==> config.mk <==
export PLATFORM = sky130hd
export DESIGN_NAME = srl_fifo_ctrl
export DESIGN_NICKNAME = d
export VERILOG_FILES = /design/src/rtl/srl_fifo_ctrl.sv
export SDC_FILE = /design/constraint.sdc
export NUM_CORES = 1
export LEC_CHECK = 0
export BUFFER_PORTS_ARGS = -buffer_cell sky130_fd_sc_hd__buf_2
export CORE_UTILIZATION = 30
export DETAILED_ROUTE_END_ITERATION = 10
export PLACE_DENSITY = 0.51
export SYNTH_ARGS = -nofsm -noshare
export SYNTH_HDL_FRONTEND = slang
export SYNTH_SLANG_ARGS = --single-unit
==> constraint.sdc <==
create_clock -name clk -period 12.35 [get_ports clk]
set_input_delay 3.705 -clock clk [delete_from_list [all_inputs] [get_ports clk]]
set_output_delay 3.705 -clock clk [all_outputs]
set_load 0.02 [all_outputs]
==> src/rtl/srl_fifo_ctrl.sv <==
// Shift-register FIFO: an enable-only DEPTH x WIDTH shift chain (SRL-mappable)
// with an occupancy counter that gates the shift and addresses the read tap.
module srl_fifo_ctrl #(
  parameter int unsigned WIDTH = 8,
  parameter int unsigned DEPTH = 16,
  parameter int unsigned AFULL = DEPTH - 2,
  localparam int unsigned CW = $clog2(DEPTH + 1)
) (
  input  logic             clk,
  input  logic             rst,
  input  logic             flush,
  input  logic [WIDTH-1:0] in_data,
  input  logic             in_valid,
  output logic             in_ready,
  output logic [WIDTH-1:0] out_data,
  output logic             out_valid,
  input  logic             out_ready,
  output logic [CW-1:0]    count,
  output logic             almost_full
);

  localparam int unsigned AW = $clog2(DEPTH);

  logic [WIDTH-1:0] chain [DEPTH];
  logic [CW-1:0]    count_nxt;
  logic [AW-1:0]    tap;
  logic             push;
  logic             pop;

  assign push = in_valid & in_ready;
  assign pop  = out_valid & out_ready;

  // No reset on the chain so it maps onto SRL primitives; out_valid hides stale data.
  always_ff @(posedge clk) begin
    if (push) begin
      chain[0] <= in_data;
      for (int k = 1; k < int'(DEPTH); k++) begin
        chain[k] <= chain[k-1];
      end
    end
  end

  // Newest word sits at chain[0], so the oldest lives at address count-1.
  assign tap      = AW'(count - CW'(1));
  assign out_data = chain[tap];

  always_comb begin
    count_nxt = count;
    if (flush) begin
      count_nxt = '0;
    end else if (push && !pop) begin
      count_nxt = count + CW'(1);
    end else if (pop && !push) begin
      count_nxt = count - CW'(1);
    end
  end

  // Status flags are registered alongside count so they carry no input paths.
  always_ff @(posedge clk) begin
    if (rst) begin
      count       <= '0;
      in_ready    <= 1'b1;
      out_valid   <= 1'b0;
      almost_full <= 1'b0;
    end else begin
      count       <= count_nxt;
      in_ready    <= (count_nxt != CW'(DEPTH));
      out_valid   <= (count_nxt != '0);
      almost_full <= (count_nxt >= CW'(AFULL));
    end
  end

endmodule

[After elaboration in Yosys (flattened, before gate mapping)]
Memories as Yosys holds them, arrays and structs flattened.
Index checks and enable logic that the tools add are counted.
Operators by class
  $add $sub $neg: 2
  $lt $le $gt $ge: 1
  equal/unequal tests: 1
  multiplexer cells: 5
  bitwise gates (word level): 2
  reductions and logical operators: 5
Operators by type and width (number)
  5-bit 2-to-1 mux: 3
  5-bit by 1-bit adder with 5-bit output (second input constant): 1
  5-bit by 4-bit >= comparator with 1-bit output (second input constant): 1
  5-bit inequality test (second input constant): 1
  5-bit nonzero test: 1
  5-bit by 1-bit subtractor with 5-bit output (second input constant): 1
  1-bit AND: 2
  1-bit logical AND: 2
  1-bit zero test: 2
  1-bit 2-to-1 mux: 2
Storage, ports and cells
  register bits: 8
  memory bits (writable): 128
  bits of input ports: 13
  output and inout bits: 16
  logic and storage cells: 21
  memories: 1
Memories
  chain: depth 16, bits a word 8, read ports 16, clocked after Yosys merged registers in 0, wr ports 16, line 24  | logic [WIDTH-1:0] chain [DEPTH];

[Depth between registers and ports, before layout]
Gate-level depths: netlist (run 1).
  depth in word-level cells: 7
  mapped depth: 8
  mapped depth without buffers: 7

[Worst setup path before layout (run 1)]
No wires, ideal clock.
  kind: input -> register
  start: input in_valid
  end: register in_ready
  setup time: 0.131 ns
  arrival time: 7.341 ns
  data required time: 12.219 ns
  path slack: 4.878 ns
  stages on the path: 6
  buffers on the path: 0
  cells stage by stage: nand2_1 -> inv_1 -> nor2_1 -> a22oi_1 -> xor2_1 -> nand4bb_1
Between the ends
  longest elaborated chain between the ends: 7
  elaborated cells on any way between the ends: 8
  classes of those cells: eq/ne (1); mux (3); bitwise (1); reduce/logical (3)
RTL lines
  start: declaration: line 13  | input logic in_valid,
  1-bit AND *: line 30  | assign push = in_valid & in_ready;
  net push: line 27  | logic push;
  1-bit zero test: line 53  | end else if (pop && !push) begin
  1-bit logical AND: line 53
  5-bit 2-to-1 mux: line 53
  5-bit 2-to-1 mux *: line 51  | end else if (push && !pop) begin
  5-bit 2-to-1 mux *: line 49  | if (flush) begin
  5-bit inequality test *: line 67  | in_ready <= (count_nxt != CW'(DEPTH));
  end signal: assignment: line 67
  end: declaration: line 14  | output logic in_ready,
Mark *: on every way through the listed nets, which the timed path passes. The rest lies on a longest branch.
A chain may end at the register's enable or synchronous reset.

[Final worst setup path (run 1)]
  start: register count[1]
  end: output out_data[2]
Between the ends
  longest elaborated chain between the ends: 2
RTL lines
  start: declaration: line 18  | output logic [CW-1:0] count,
  start signal: assignment: line 66  | count <= count_nxt;
  5-bit by 1-bit subtractor with 5-bit output
  memory read 16 x 8 bit
  end: declaration: line 15  | output logic [WIDTH-1:0] out_data,
Every way passes these cells.

==> flow_summary.json, run 1 <==
{
  "wirelength_um": 9700,
  "nets": 372,
  "die_x_um": 135,
  "tightest_slew_ns": 1.19,
  "cts_htree_levels": 4,
  "synthCells": 321,
  "power_switching_uw": 265,
  "fin_crit_ns": 6.85,
  "die_area_mm2": 0.0184,
  "final_common_cell": "edfxtp_1",
  "portBuffers": 28,
  "drt-vias-per-instance": 4.61,
  "cap_violations": 0,
  "relSlewSlack_pct": 20.9,
  "placeableCoreArea_mm2": 0.0174,
  "synth_top_family_by_area": "multiplexers",
  "r2r_end": "in_ready",
  "rr_worst_depth": 6,
  "layout_common_cells": "edfxtp_1 (128), nand2_1 (51), buf_2 (28)",
  "post-route-period-util_pct": 55.5,
  "r2r_start": "count[1]",
  "p_sw_share_pct": 23.0,
  "fmax_mhz": 146,
  "synthAdderAreaFrac_pct": 0.468,
  "arrival_ns": 3.15,
  "cts_tree": "yes",
  "crit_type": "register to output pin",
  "instances_no_fill": 595,
  "hp-start": "chain[9][7]",
  "seqCellArea_mm2": 0.00400,
  "dp_hpwl_um": 5850,
  "p_comb_share_pct": 9.0,
  "firstDrtPassIters": 4,
  "rows": 48,
  "clk_path_buf_depth": 2,
  "syn_nets": 336,
  "drt_iter0_markers": 279,
  "cts_sinks": 136,
  "num_antenna_cells": 0,
  "cp_max_fo": 22,
  "total_power_mw": 1.15,
  "leakage_nw": 2.25,
  "gp_congestion": 0.783,
  "antenna_found_initial": 0,
  "vias": 2741,
  "synth-seq-cells": 136,
  "hold_depth": 0,
  "synthArstFlopShare_pct": 0,
  "grt_overflow_total": 0,
  "grt_pass1_wl_um": 15700,
  "n_fill_cell": 1587,
  "power.internal_uw": 889,
  "endpoint_kind": "output pin",
  "clock-root-buffer": "clkbuf_16",
  "synth_seq_area_share_pct": 74.9,
  "skew_ns": 0.00657,
  "grt_max_degree": 96,
  "outcome": "finished clean",
  "dp_slack_ns": 5.90,
  "setup_violations": 0,
  "critPathSlowestCell": "ha_1",
  "synthSimpleGateAreaFrac_pct": 8.43,
  "dieHeight_um": 135,
  "seqPwrFrac_pct": 47.4,
  "detail-route-antenna-nets": 0,
  "initial_core_util_pct": 30.8,
  "hold_path_class": "register to register",
  "r2r_setup_slack_ns": 9.73,
  "fin_ws_ns": 5.50,
  "wl_per_cell_um": 16.3,
  "vdd_drop_max_mv": 0.100,
  "synth_top_cell_area_share_pct": 71.9,
  "syn_to_final_growth_pct": 18.5,
  "synth_compound_area_share_pct": 3.30,
  "rsz0062_at_grt": "no",
  "slowest_delay_ns": 0.91,
  "path_cells": "inv_1 > ha_1 > nor2b_1 > a32oi_1 > nand4_1 > o21ai_1 > buf_2",
  "synthFlopType": "edfxtp_1",
  "p_clk_share_pct": 43.7,
  "synth_area_leader_cell": "edfxtp_1",
  "grt_pass1_vias": 2768,
  "path_clk_slew_ns": 0.06,
  "cts_resized": 0,
  "synth-warning-count": 0,
  "clk_latency_ns": 0.42,
  "hold_viol_final": 0,
  "multi_input_area_mm2": 0.00127,
  "holdPathEnd": "chain[10][7]",
  "synth-edff-count": 128,
  "synth_mux_area_share_pct": 9.74,
  "synth_xor_area_share_pct": 1.43,
  "pin_count": 29,
  "dpl.cell_count": 563,
  "synth_area_per_cell_um2": 16.6,
  "synth_cell_types": 33,
  "netlist_area_mm2": 0.00534,
  "grt_use_total_pct": 11.7,
  "numCtsBuffers": 17,
  "final-max-slew-violation-count": 0,
  "power.density_mw_per_mm2": 182,
  "tns_ns": 0,
  "drc": 0,
  "post_cts_buffers": 0,
  "drive_above_1_share_pct": 21.9,
  "cp.required_ns": 8.64,
  "synth.area.top_cells": "edfxtp_1 (72%), mux4_2 (6.7%), nand2_1 (3.6%)",
  "critPathLaunchType": "register",
  "holdBufCountCts": 0
}
[power groups by stage]
stage	Combinational [mW]	Sequential, mW	Clock (mW)
after CTS	0.106	0.547	0.516
after global placement	0.105	0.555	0
after floorplan	0.0738	0.554	0
after detailed placement	0.105	0.556	0
final	0.103	0.547	0.504
after global routing	0.113	0.550	0.536
[area by class of cell]
class,instances,area share [%]
sequential,136,63.3
clock inverter,12,2.41
tap,225,4.45
inverter,4,0.277
clock buffer,20,6.90
timing repair buffer,32,2.69
multi-input combinational,166,20.0
[per-stage QoR]
| stage | util [%] | hold WS [ns] | area, um^2 |
|---|---|---|---|
| finish | 36.5 | 0.444 | 6330 |
| CTS | 36.5 | 0.445 | 6330 |
| floorplan | - | 0.421 | 5340 |
| global placement | 33.1 | 0.423 | 5740 |
| global route | 36.5 | 0.451 | 6330 |
| detailed placement | 33.1 | 0.430 | 5740 |
[Yosys cell counts (2+ instances only)]
cell type and instances:
a21oi_1 3, a22oi_1 3, a32oi_1 8, and2_1 2, and3_1 3, buf_1 3
buf_2 4, buf_4 4, clkbuf_1 4, dfxtp_1 8, edfxtp_1 128, ha_1 2
inv_1 4, mux2i_1 16, mux4_2 16, nand2_1 51, nand3_1 18, nand4_1 8
nor2_1 10, nor3_1 2, o21ai_1 8, xnor2_1 2, xnor2_2 2, xor2_1 3
[how the worst max path moves through the flow]
stage / from / end / slack, ns / cells after the start
after floorplan: in_valid / in_ready / 4.88 / 6
after global placement: count[1] / out_data[2] / 5.95 / 7
after detailed placement: count[1] / out_data[2] / 5.90 / 7
after CTS: count[1] / out_data[1] / 5.44 / 7
after global routing: count[1] / out_data[3] / 5.24 / 7
final: count[1] / out_data[2] / 5.50 / 7
[worst max-delay path, delay by kind of cell (launching register included)]
family | cells | cell delay [ns]
DFF | 1 | 0.39
buffers and inverters | 2 | 0.32
adders and majority gates | 1 | 0.91
AOI/OAI and AO/OA | 2 | 0.30
and+or+nand+nor | 2 | 0.80
[metal layers]
metal  GRT usage (%)  share of wire (%)
met2            16.6                 46
met4            5.37                1.6
met5               0                  0
met1            15.9                 48
met3            4.04                3.9
[sequential cells by signal, indices dropped and copies added, names as in the netlist]
name,flops
chain,128
count,5
almost_full,1
in_ready,1
out_valid,1
[logic make-up (layout without fill, tap and decap cells)]
group,after synthesis,count (layout)
buffers and inverters,19,68
AO/OA/AOI/OAI,26,26
adder cells (fa/ha/maj),2,2
multiplexers,32,32
flip-flops,136,136
XOR/XNOR,7,7
AND/OR/NAND/NOR,99,99
Note: power is estimated with default switching activity, not from simulation.
==> run 2, diff against run 1 <==
==> constraint.sdc (replaced) <==
create_clock -name clk -period 7.1 [get_ports clk]
set_input_delay 2.13 -clock clk [delete_from_list [all_inputs] [get_ports clk]]
set_output_delay 2.13 -clock clk [all_outputs]
set_load 0.02 [all_outputs]
==> run 2 against run 1 <==
Effect of this change: first-iteration DRC count grew 4.3%; flip-flop and latch count is the same; clock power grew 75%; sequential share of layout area grew 0.10 points; setup slack lost 3.7 ns; global-route usage shrank 0.28 points; core utilization shrank 0.058 points; critical endpoint is now out_data[1].
==> flow_summary.json, run 2 (synthesis gave the netlist of run 1 again) <==
{
  "holdBufCountCts": 0,
  "initial_core_util_pct": 30.8,
  "fin_ws_ns": 1.80,
  "cts_tree": "yes",
  "portBuffers": 28,
  "gr-usage-met1_pct": 14.9,
  "holdPathEnd": "chain[13][3]",
  "drc": 0,
  "fin_crit_ns": 5.30,
  "largest-register": "chain",
  "cts_resized": 0,
  "final_common_cell": "edfxtp_1",
  "multi_input_area_mm2": 0.00127,
  "clk_path_buf_depth": 2,
  "firstDrtPassIters": 4,
  "post_cts_buffers": 0,
  "nets": 371,
  "tightest_slew_ns": 1.18,
  "grtUsageMet3_pct": 3.59,
  "endpoint_kind": "output pin",
  "gr-max-usage-layer": "met2",
  "vias": 2788,
  "outcome": "finished clean",
  "critPathLaunchType": "register",
  "dp_hpwl_um": 5820,
  "r2r_setup_slack_ns": 4.41,
  "wirelength_um": 9730,
  "grt_use_met2_pct": 16.6,
  "cp_max_fo": 22,
  "final-max-slew-violation-count": 0,
  "relSlewSlack_pct": 21.6,
  "drive_above_1_share_pct": 22.0,
  "grt_use_total_pct": 11.4,
  "wl_per_cell_um": 16.4,
  "hold_ws_ns": 0.443,
  "drt_iter0_markers": 291,
  "top_regs": "chain x128, count x5",
  "syn_to_final_growth_pct": 18.3,
  "post-route-period-util_pct": 74.7,
  "cp.required_ns": 4.97,
  "die_area_mm2": 0.0184,
  "leakage_nw": 2.25,
  "r2r_start": "count[1]",
  "tns_ns": 0,
  "hp-start": "chain[12][3]",
  "hold_path_class": "register to register",
  "hold_depth": 0,
  "path_clk_slew_ns": 0.06,
  "rows": 48,
  "grt_pass1_wl_um": 15300,
  "hold_viol_final": 0,
  "grt_pass1_vias": 2739,
  "r2r_end": "in_ready",
  "grt_overflow_total": 0,
  "num_antenna_cells": 0,
  "dp_slack_ns": 2.19,
  "setup_violations": 0,
  "antenna_found_initial": 0,
  "largest_register_ffs": 128,
  "numCtsBuffers": 17,
  "cts_htree_levels": 4,
  "n_fill_cell": 1607,
  "layout_common_cells": "edfxtp_1 (128), nand2_1 (51), buf_2 (28)",
  "instances_no_fill": 594,
  "cap_violations": 0,
  "pin_count": 29,
  "drt-vias-per-instance": 4.69,
  "die_x_um": 135,
  "crit_type": "register to output pin",
  "clk_latency_ns": 0.42,
  "vdd_drop_max_mv": 0.173,
  "cts_sinks": 136,
  "placeableCoreArea_mm2": 0.0174,
  "power.density_mw_per_mm2": 318,
  "skew_ns": 0.0120,
  "dieHeight_um": 135,
  "utilization_pct": 36.4,
  "gp_congestion": 0.839,
  "fmax_mhz": 189,
  "rr_worst_depth": 6,
  "detail-route-antenna-nets": 0,
  "seqCellArea_mm2": 0.00400,
  "dpl.cell_count": 562,
  "grt_max_degree": 96,
  "arrival_ns": 3.17,
  "clock-root-buffer": "clkbuf_16",
  "rsz0062_at_grt": "no"
}
==> run 2: worst max-delay path by stage <==
stage,from,to,slack (ns),cells after the start
5_1_grt,count[1],out_data[6],1.54,9
4_1_cts,count[1],out_data[0],1.75,7
3_5_place_dp,count[1],out_data[0],2.19,7
6_report,count[1],out_data[1],1.80,7
2_1_floorplan,in_valid,in_ready,1.20,6
3_3_place_gp,count[1],out_data[6],2.24,9
==> run 2: power breakdown <==
part | switching, mW | internal, mW | total (mW)
clock network | 0.330 | 0.549 | 0.880
registers | 0.0209 | 0.930 | 0.951
logic | 0.114 | 0.0655 | 0.179
==> run 2: critical path: stages (launching register included) <==
cell	delay, ns
dfxtp_1	0.40
inv_1	0.11
ha_1	0.93
nor2b_1	0.64
a32oi_1	0.19
nand4_1	0.15
o21ai_1	0.12
buf_2	0.22
==> run 2: layout make-up <==
| type | instances | area share (%) |
|---|---|---|
| clock buffer | 19 | 6.85 |
| sequential | 136 | 63.4 |
| clock inverter | 13 | 2.44 |
| tap | 225 | 4.45 |
| timing repair buffer | 31 | 2.57 |
| inverter | 4 | 0.277 |
| multi-input combinational | 166 | 20.1 |
==> run 2: through the flow <==
stage	cell area (um^2)	total power, mW
2_1_floorplan	5340	1.09
3_3_place_gp	5730	1.15
3_5_place_dp	5730	1.15
4_1_cts	6320	2.03
5_1_grt	6320	2.08
6_report	6320	2.01
==> run 2: routing by layer <==
metal  wire length [um]  vias up  share of wire, %
met5                  0        -                 0
met4                218        0               2.2
met3                248       12               2.5
met2               4520       43                46
met1               4740     1417                49
li1                   -     1316                 -
